<file path="src/rtl/ddr_clk_dly_cal.sv">
`default_nettype none
// ============================================================================
// ddr_clk_dly_cal : IODELAY eye-centering controller (sweep, find window, park)
// Rev 1.0
// ============================================================================
module ddr_clk_dly_cal #(
    parameter int NTAPS   = 64,
    parameter int SETTLE  = 16,
    parameter int DWELL   = 256,
    parameter int MIN_WIN = 4,
    parameter int TW      = 6
) (
    input  logic          psClk,
    input  logic          psRst,
    input  logic          start,
    input  logic          patOk,
    output logic          dlyEna,
    output logic          dlyInc,
    output logic          dlyRst,
    output logic          busy,
    output logic          done,
    output logic          fail,
    output logic [TW-1:0] curTap,
    output logic [TW-1:0] winStart,
    output logic [TW:0]   winLen
);

    localparam int CNT_MAX = (SETTLE > DWELL) ? SETTLE : DWELL;
    localparam int CW      = $clog2(CNT_MAX + 1);

    localparam logic [TW-1:0] c_lastTap   = TW'(NTAPS - 1);
    localparam logic [CW-1:0] c_settleEnd = CW'(SETTLE - 1);
    localparam logic [CW-1:0] c_dwellEnd  = CW'(DWELL - 1);
    localparam logic [TW:0]   c_minWin    = (TW + 1)'(MIN_WIN);

    typedef enum logic [3:0] {
        S_IDLE   = 4'd0,
        S_RST    = 4'd1,
        S_SETTLE = 4'd2,
        S_DWELL  = 4'd3,
        S_STEP   = 4'd4,
        S_EVAL   = 4'd5,
        S_RST2   = 4'd6,
        S_SEEK   = 4'd7,
        S_HOLD   = 4'd8,
        S_DONE   = 4'd9,
        S_FAIL   = 4'd10
    } state_t;

    state_t        r_state, w_state;
    logic          r_okMeta, r_okS;
    logic [CW-1:0] r_cnt, w_cnt;
    logic          r_tapPass, w_tapPass;
    logic [TW-1:0] r_runStart, w_runStart, r_bestStart, w_bestStart;
    logic [TW:0]   r_runLen, w_runLen, r_bestLen, w_bestLen;
    logic [TW-1:0] r_target, w_target;
    logic          r_dlyEna, w_dlyEna, r_dlyRst, w_dlyRst;
    logic          r_busy, w_busy, r_done, w_done, r_fail, w_fail;
    logic [TW-1:0] r_curTap, w_curTap, r_winStart, w_winStart;
    logic [TW:0]   r_winLen, w_winLen;
    logic [TW:0]   w_evalLen;
    logic [TW-1:0] w_evalStart;

    // Run update applied in EVAL: extend on a passing tap, restart on a failing one.
    assign w_evalLen   = r_tapPass ? (r_runLen + 1'b1) : '0;
    assign w_evalStart = (r_tapPass && (r_runLen == '0)) ? r_curTap : r_runStart;

    always_comb begin
        w_state     = r_state;
        w_cnt       = r_cnt;
        w_tapPass   = r_tapPass;
        w_runStart  = r_runStart;
        w_runLen    = r_runLen;
        w_bestStart = r_bestStart;
        w_bestLen   = r_bestLen;
        w_target    = r_target;
        w_dlyEna    = 1'b0;
        w_dlyRst    = 1'b0;
        w_done      = r_done;
        w_fail      = r_fail;
        w_curTap    = r_curTap;
        w_winStart  = r_winStart;
        w_winLen    = r_winLen;

        case (r_state)
            S_IDLE, S_DONE, S_FAIL: begin
                if (start) begin
                    w_state     = S_RST;
                    w_dlyRst    = 1'b1;
                    w_curTap    = '0;
                    w_cnt       = '0;
                    w_done      = 1'b0;
                    w_fail      = 1'b0;
                    w_winStart  = '0;
                    w_winLen    = '0;
                    w_runStart  = '0;
                    w_runLen    = '0;
                    w_bestStart = '0;
                    w_bestLen   = '0;
                end
            end
            S_RST: begin
                w_state = S_SETTLE;
                w_cnt   = '0;
            end
            S_SETTLE: begin
                if (r_cnt == c_settleEnd) begin
                    w_state   = S_DWELL;
                    w_cnt     = '0;
                    w_tapPass = 1'b1;
                end else begin
                    w_cnt = r_cnt + 1'b1;
                end
            end
            S_DWELL: begin
                w_tapPass = r_tapPass & r_okS;
                if (r_cnt == c_dwellEnd) begin
                    w_state = S_EVAL;
                end else begin
                    w_cnt = r_cnt + 1'b1;
                end
            end
            S_EVAL: begin
                w_runLen   = w_evalLen;
                w_runStart = w_evalStart;
                // Strictly greater: on a tie the earlier (lower-start) window is kept.
                if (w_evalLen > r_bestLen) begin
                    w_bestLen   = w_evalLen;
                    w_bestStart = w_evalStart;
                end
                if (r_curTap == c_lastTap) begin
                    w_state  = S_RST2;
                    w_dlyRst = 1'b1;
                    w_curTap = '0;
                end else begin
                    w_state  = S_STEP;
                    w_dlyEna = 1'b1;
                    w_curTap = r_curTap + 1'b1;
                end
            end
            S_STEP: begin
                w_state = S_SETTLE;
                w_cnt   = '0;
            end
            S_RST2: begin
                w_winStart = r_bestStart;
                w_winLen   = r_bestLen;
                if (r_bestLen < c_minWin) begin
                    w_state = S_FAIL;
                    w_fail  = 1'b1;
                end else begin
                    w_state  = S_SEEK;
                    w_target = r_bestStart + TW'((r_bestLen - 1'b1) >> 1);
                end
            end
            S_SEEK: begin
                if (r_curTap == r_target) begin
                    w_state = S_DONE;
                    w_done  = 1'b1;
                end else begin
                    w_state  = S_HOLD;
                    w_dlyEna = 1'b1;
                    w_curTap = r_curTap + 1'b1;
                    w_cnt    = '0;
                end
            end
            S_HOLD: begin
                if (r_cnt == c_settleEnd) begin
                    w_state = S_SEEK;
                end else begin
                    w_cnt = r_cnt + 1'b1;
                end
            end
            default: w_state = S_IDLE;
        endcase

        w_busy = !(w_state inside {S_IDLE, S_DONE, S_FAIL});
    end

    always_ff @(posedge psClk) begin
        if (psRst) begin
            r_state     <= S_IDLE;
            r_okMeta    <= 1'b0;
            r_okS       <= 1'b0;
            r_cnt       <= '0;
            r_tapPass   <= 1'b0;
            r_runStart  <= '0;
            r_runLen    <= '0;
            r_bestStart <= '0;
            r_bestLen   <= '0;
            r_target    <= '0;
            r_dlyEna    <= 1'b0;
            // Forces the IODELAY back to tap 0 so it agrees with curTap.
            r_dlyRst    <= 1'b1;
            r_busy      <= 1'b0;
            r_done      <= 1'b0;
            r_fail      <= 1'b0;
            r_curTap    <= '0;
            r_winStart  <= '0;
            r_winLen    <= '0;
        end else begin
            r_state     <= w_state;
            r_okMeta    <= patOk;
            r_okS       <= r_okMeta;
            r_cnt       <= w_cnt;
            r_tapPass   <= w_tapPass;
            r_runStart  <= w_runStart;
            r_runLen    <= w_runLen;
            r_bestStart <= w_bestStart;
            r_bestLen   <= w_bestLen;
            r_target    <= w_target;
            r_dlyEna    <= w_dlyEna;
            r_dlyRst    <= w_dlyRst;
            r_busy      <= w_busy;
            r_done      <= w_done;
            r_fail      <= w_fail;
            r_curTap    <= w_curTap;
            r_winStart  <= w_winStart;
            r_winLen    <= w_winLen;
        end
    end

    assign dlyEna   = r_dlyEna;
    assign dlyInc   = r_dlyEna;
    assign dlyRst   = r_dlyRst;
    assign busy     = r_busy;
    assign done     = r_done;
    assign fail     = r_fail;
    assign curTap   = r_curTap;
    assign winStart = r_winStart;
    assign winLen   = r_winLen;

endmodule
`default_nettype wire
</file>
<file path="config.mk">
export PLATFORM = sky130hd
export DESIGN_NAME = ddr_clk_dly_cal
export DESIGN_NICKNAME = d
export VERILOG_FILES = /design/src/rtl/ddr_clk_dly_cal.sv
export SDC_FILE = /design/constraint.sdc
export NUM_CORES = 1
export LEC_CHECK = 0
export CAP_MARGIN = 20
export CORE_ASPECT_RATIO = 1.75
export CORE_MARGIN = 2
export CORE_UTILIZATION = 50
export DETAILED_ROUTE_END_ITERATION = 10
export GPL_TIMING_DRIVEN = 0
export PLACE_DENSITY = 0.74
export SKIP_CTS_REPAIR_TIMING = 1
export SYNTH_ARGS = -nofsm -noshare
export SYNTH_HDL_FRONTEND = slang
export SYNTH_SLANG_ARGS = --single-unit
</file>
<file path="constraint.sdc">
create_clock -name psClk -period 3.19 [get_ports psClk]
set_input_delay 0.638 -clock psClk [delete_from_list [all_inputs] [get_ports psClk]]
set_output_delay 0.638 -clock psClk [all_outputs]
set_load 0.1 [all_outputs]
</file>
======== After elaboration in Yosys (flattened, before gate mapping) ========
Cells that the tools add are included.
storage, ports and cells
  input port bits ......................... 4
  register bits ........................... 72
  word-level logic and storage cells ...... 116
  output and inout bits ................... 25
cells by class
  reductions and logical operators ........ 23
  equal/unequal tests ..................... 24
  bitwise logic cells ..................... 2
  add/sub/neg operators ................... 5
  muxes and demuxes ....................... 42
  order comparisons ....................... 2
operators by type and width
  operator                                             count
  case mux 9 bit (6 select lines)                      1
  two-way mux 9 bit                                    5
  case mux 7 bit (2 select lines)                      3
  case mux 6 bit (2 select lines)                      3
  case mux 4 bit (8 select lines)                      1
  two-way mux 6 bit                                    5
  two-way mux 7 bit                                    3
  equality test 4 bit, second input constant           5
  two-way mux 4 bit                                    5
  case mux 6 bit (3 select lines)                      1
  equality test 4 x 3 -> 1 bit, second input constant  4
  inequality test 2 bit, second input constant         8
  AND reduction 3 bit                                  4
  case mux 1 bit (2 select lines)                      5
  adder 9 x 1 -> 9 bit, second input constant          1
  equality test 9 x 4 -> 1 bit, second input constant  1
  equality test 9 x 8 -> 1 bit, second input constant  1
  two-way mux 1 bit                                    9
  equality test 4 x 2 -> 1 bit, second input constant  2
  logical NOT 4 bit                                    2
  AND reduction 2 bit                                  4
  nonzero test 2 bit                                   4
  adder 7 x 1 -> 7 bit, second input constant          1
  greater-than comparator 7 bit                        1
  other kinds (18)                                     19

======== Logic depth before layout (Yosys ltp) ========
  depth after elaboration ................. 6
  depth in mapped cells ................... 13
  gate-level depth less buffers ........... 12

======== Least setup slack after synthesis ========
Ideal clock, no wire load.
  path type ............................... register to register
  start point ............................. register r_curTap[2] (netlist: curTap[2])
  end point ............................... register r_cnt[2]
  library setup time ...................... 70 ps
  path buffers ............................ 1
  setup slack ............................. 711 ps
  clock period less this slack ............ 2,479 ps
  stages on the path, launching flop included .. 8
  required time ........................... 3,120 ps
  arrival time ............................ 2,409 ps
  cells stage by stage .................... dfxtp_1 buf_2 xor2_1 nor4_1 a31oi_1 nand3_1 or4_1 a21oi_1
between the ends
  word-level cells in the longest chain between the ends .. 3
ends and longest elaborated chain
  item                             line  RTL
  start: declaration               59    logic [TW-1:0] r_curTap, w_curTap, r_winStart, w_winStart;
  start signal: assignment         217   r_curTap <= w_curTap;
  equality test 6 bit              157   if (r_curTap == r_target) begin
  inequality test 2 bit (no line)  --
  AND reduction 5 bit (no line)    --
  end signal: assignment           205   r_cnt <= w_cnt;
  end: declaration                 52    logic [CW-1:0] r_cnt, w_cnt;
Every way passes these cells.
A chain may end at the register's enable or synchronous reset.

======== Worst setup path after layout ========
  start point ............................. register r_runLen[0]
  end point ............................... register r_bestLen[1]
between the ends
  word-level cells in the longest chain between the ends .. 5
  elaborated cells on any way between the ends .. 7
  classes of those cells .................. add/sub (1); order compare (1); eq/ne (1); mux (3); reduce/logical (1)
ends and longest elaborated chain
  item                             line  RTL
  start: declaration               55    logic [TW:0] r_runLen, w_runLen, r_bestLen, w_bestLen;
  start signal: assignment         208   r_runLen <= w_runLen;
  adder 7 x 1 -> 7 bit (*)         65    assign w_evalLen = r_tapPass ? (r_runLen + 1'b1) : '0;
  two-way mux 7 bit (*)            65
  greater-than comparator 7 bit    127   if (w_evalLen > r_bestLen) begin
  inequality test 2 bit (no line)  --
  AND reduction 3 bit (no line)    --
  end signal: assignment           210   r_bestLen <= w_bestLen;
  end: declaration                 55
Mark *: on every way between the ends. The rest lies on a longest branch, timed or not. The select of a mux whose other input is x is not followed.

==> out/qor.tcl <==
set qor(route.detailed.drc) 0
set qor(leakagePower_nw) 1.64
set qor(clk_latency_ns) 0.34
set qor(total_clock_sinks) 72
set qor(maxCapViolCount) 0
set qor(drt_iter0_drc) 264
set qor(synthArstFlopShare_pct) 0
set qor(start_kind) {flip-flop}
set qor(antenna_cells) 0
set qor(worst_path_max_delay_cell) {sky130_fd_sc_hd__dfxtp_1}
set qor(timing.hold.ws_ns) 0.438
set qor(switching_power_w) 0.000546
set qor(std_cell_rows) 43
set qor(cp-end-kind) {flip-flop}
set qor(cts_root_buf) {sky130_fd_sc_hd__clkbuf_16}
set qor(number_of_antenna_violations_at_the_first_check_in_global_routing) 0
set qor(ys_top_cells_by_area) {sky130_fd_sc_hd__dfxtp_1 36%, sky130_fd_sc_hd__a21oi_1 8.0%, sky130_fd_sc_hd__nand3_1 6.2%}
set qor(netlist-cell-type-count) 57
set qor(wire_length_of_the_first_global_routing_pass_um) 17600
set qor(combinationalPowerShare_pct) 10.6
set qor(pin_count) 29
set qor(mappedNetlistArea_mm2) 0.00396
set qor(p_int_w) 0.00160
set qor(grt_max_degree) 12
set qor(flow.area_growth_from_synthesis_pct) 17.0
set qor(top_library_cells_by_usage_in_the_layout_fill_and_taps_aside) {72 x sky130_fd_sc_hd__dfxtp_1, 63 x sky130_fd_sc_hd__a21oi_1, 55 x sky130_fd_sc_hd__nand2_1}
set qor(tritoncts.num_buffers) 9
set qor(clock_power_share_pct) 46.5
set qor(critical_path_required_ns) 3.39
set qor(path_type_of_the_worst_setup_path) {flip-flop to flip-flop}
set qor(synth_area_leader_cell) {sky130_fd_sc_hd__dfxtp_1}
set qor(unrepaired_setup_endpoints_after_global_routing) {false}
set qor(grt_use_total_pct) 26.3
set qor(post-route-worst-setup-slack_ns) 0.378
set qor(finalCritPeriodShare_pct) 88.1
set qor(hold_class) {flip-flop to flip-flop}
set qor(number_of_synthesized_flops_with_an_enable_pin) 0
set qor(critical_path_peak_fanout) 10
set qor(synth.yosys.seq_area_share_pct) 36.4
set qor(floorplan.die_area_mm2) 0.00867
set qor(critical_path.max_stage_delay_ns) 0.38
set qor(final_common_cell) {sky130_fd_sc_hd__dfxtp_1}
set qor(tritoncts) {done}
set qor(wl_per_cell_um) 17.3
set qor(timing_worst_slew_pin_value_ns) 0.984
set qor(synth.ff_latch_count) 72
set qor(floorplan.die.height_um) 122
set qor(report.final.hold_viol_count) 0
set qor(ys.warnings.count) 0
set qor(routed-via-count) 3667
set qor(gpl.final_weighted_congestion) 0.912
set qor(postSynthCellCount) 488
set qor(fin_tns_setup_ns) 0
set qor(syn_nets) 511
set qor(pre_cts_slack_ns) 0.446
set qor(routed_wirelength_um) 10700
set qor(power_switching_share_pct) 25.5
set qor(drt-vias-per-instance) 5.91
set qor(final_max_slew_viol_count) 0
set qor(grt_remaining_overflow) 0
set qor(dominantRegCellSynth) {sky130_fd_sc_hd__dfxtp_1}
set qor(vdd_drop_max_mv) 0.340
set qor(route.antenna.remaining_nets) 0
set qor(drtPass1Iterations) 5
set qor(dpl.hpwl_um) 8160
set qor(coreArea_mm2) 0.00780
set qor(drive_gt1_share_pct) 8.68
set qor(critical_path_arrival_ns) 3.01
set qor(setup_violations) 0
set qor(die_w_um) 71.3
set qor(synthDominantCellAreaShare_pct) 36.4
set qor(clock_tree.htree_level_count) 3
set qor(post_syn_area_per_cell_um2) 8.11
set qor(design.final.nets) 549
set qor(clkSlewWorstSetupHoldPaths_ns) 0.05
set qor(path_cells) {ha_1 > nand3_1 > xnor2_1 > and2_1 > ha_1 > a21o_1 > a21oi_1 > nor2b_1 > o31ai_1 > clkbuf_1 > a21o_1 > a21oi_1}
set qor(run_status) {complete, no violations}
set qor(seqPwrFrac_pct) 42.9
set qor(io_buffers) 27
set qor(slew_headroom_pct) 34.2
set qor(max_freq_mhz) 356
set qor(max-clock-path-buffers) 2
set qor(power_density_mw_per_mm2) 463
set qor(initial_utilization_pct) 50.7
set qor(finalCriticalPeriod_ns) 2.81
set qor(finalClockSkew_ns) 0.00530
set qor(finish.utilization_pct) 59.4
set qor(via_count_of_the_first_global_routing_pass) 3670
## worst paths after layout
kind | slack, ns | from | to | cells past startpoint
min reg2reg | 0.44 | r_okMeta | r_okS | 1
max reg2reg | 0.38 | r_runLen[0] | r_bestLen[1] | 12
max | 0.38 | r_runLen[0] | r_bestLen[1] | 12
min | 0.44 | r_okMeta | r_okS | 1
## final cells by class
cell class | instances | area [µm²]
Clock buffer | 12 | 246
Multi-Input combinational cell | 363 | 2290
Inverter | 25 | 93.8
Tap cell | 90 | 113
Sequential cell | 72 | 1440
Buffer | 28 | 136
Fill cell | 691 | 3170
Clock inverter | 3 | 42.5
Timing Repair Buffer | 27 | 270
## flip-flops by register name, summed over array words and instances, names as in the netlist
name,cells
r_cnt,9
r_tapPass,1
r_state,4
r_bestStart,6
fail,1
curTap,6
dlyRst,1
r_okMeta,1
winLen,7
r_runLen,7
r_runStart,6
dlyEna,1
winStart,6
busy,1
r_target,6
r_bestLen,7
done,1
r_okS,1
## kinds of logic after synthesis
logic type | synth area share [%]
XOR/XNOR | 5.53
adder cells (fa/ha/maj) | 6.19
AND/OR/NAND/NOR | 23.9
multiplexers | 1.77
flip-flops | 36.4
buffers and inverters | 5.82
AO/OA/AOI/OAI | 20.4
## metal layers
metal  vias up  part of all wire, %  track usage [%]
met5         -                    0                0
met2       126                   54             47.6
met3        54                  4.6             4.30
li1       1787                    -                -
met1      1700                   35             26.0
met4         0                  6.3             19.7
## cell usage after synthesis, drive strengths merged (7+ instances only)
| master | n |
|---|---|
| a21o | 10 |
| a21oi | 63 |
| and2 | 10 |
| buf | 12 |
| clkbuf | 16 |
| dfxtp | 72 |
| ha | 18 |
| inv | 25 |
| mux2i | 7 |
| nand2 | 55 |
| nand3 | 49 |
| nor2 | 36 |
| o21ai | 16 |
| xnor2 | 14 |
| xor2 | 11 |
## critical path: cells and delay by family (launching register included)
family	cells	cell delay, ns
AO/OA/AOI/OAI	5	0.91
adder cells (fa/ha/maj)	2	0.53
AND/OR/NAND/NOR	3	0.36
flip-flops	1	0.38
XOR/XNOR	1	0.14
buffers and inverters	1	0.35
## per-stage QoR
step | power (W) | area, µm² | cells
final | 0.00214 | 4630 | 620
after global routing | 0.00221 | 4630 | 620
after CTS | 0.00215 | 4630 | 620
after detailed placement | 0.00116 | 4340 | 605
after global placement | 0.00116 | 4340 | 605
after floorplan | 0.00110 | 3960 | 488
## power by group through the flow
stage / logic (W) / clock network (W) / registers [W]
after floorplan: 0.000131 / 0 / 0.000973
after global placement: 0.000219 / 0 / 0.000938
after detailed placement: 0.000223 / 0 / 0.000938
after CTS: 0.000225 / 0.00101 / 0.000919
after global routing: 0.000242 / 0.00105 / 0.000920
final: 0.000227 / 0.000997 / 0.000919
No activity file was read; power rests on OpenSTA's default activity.
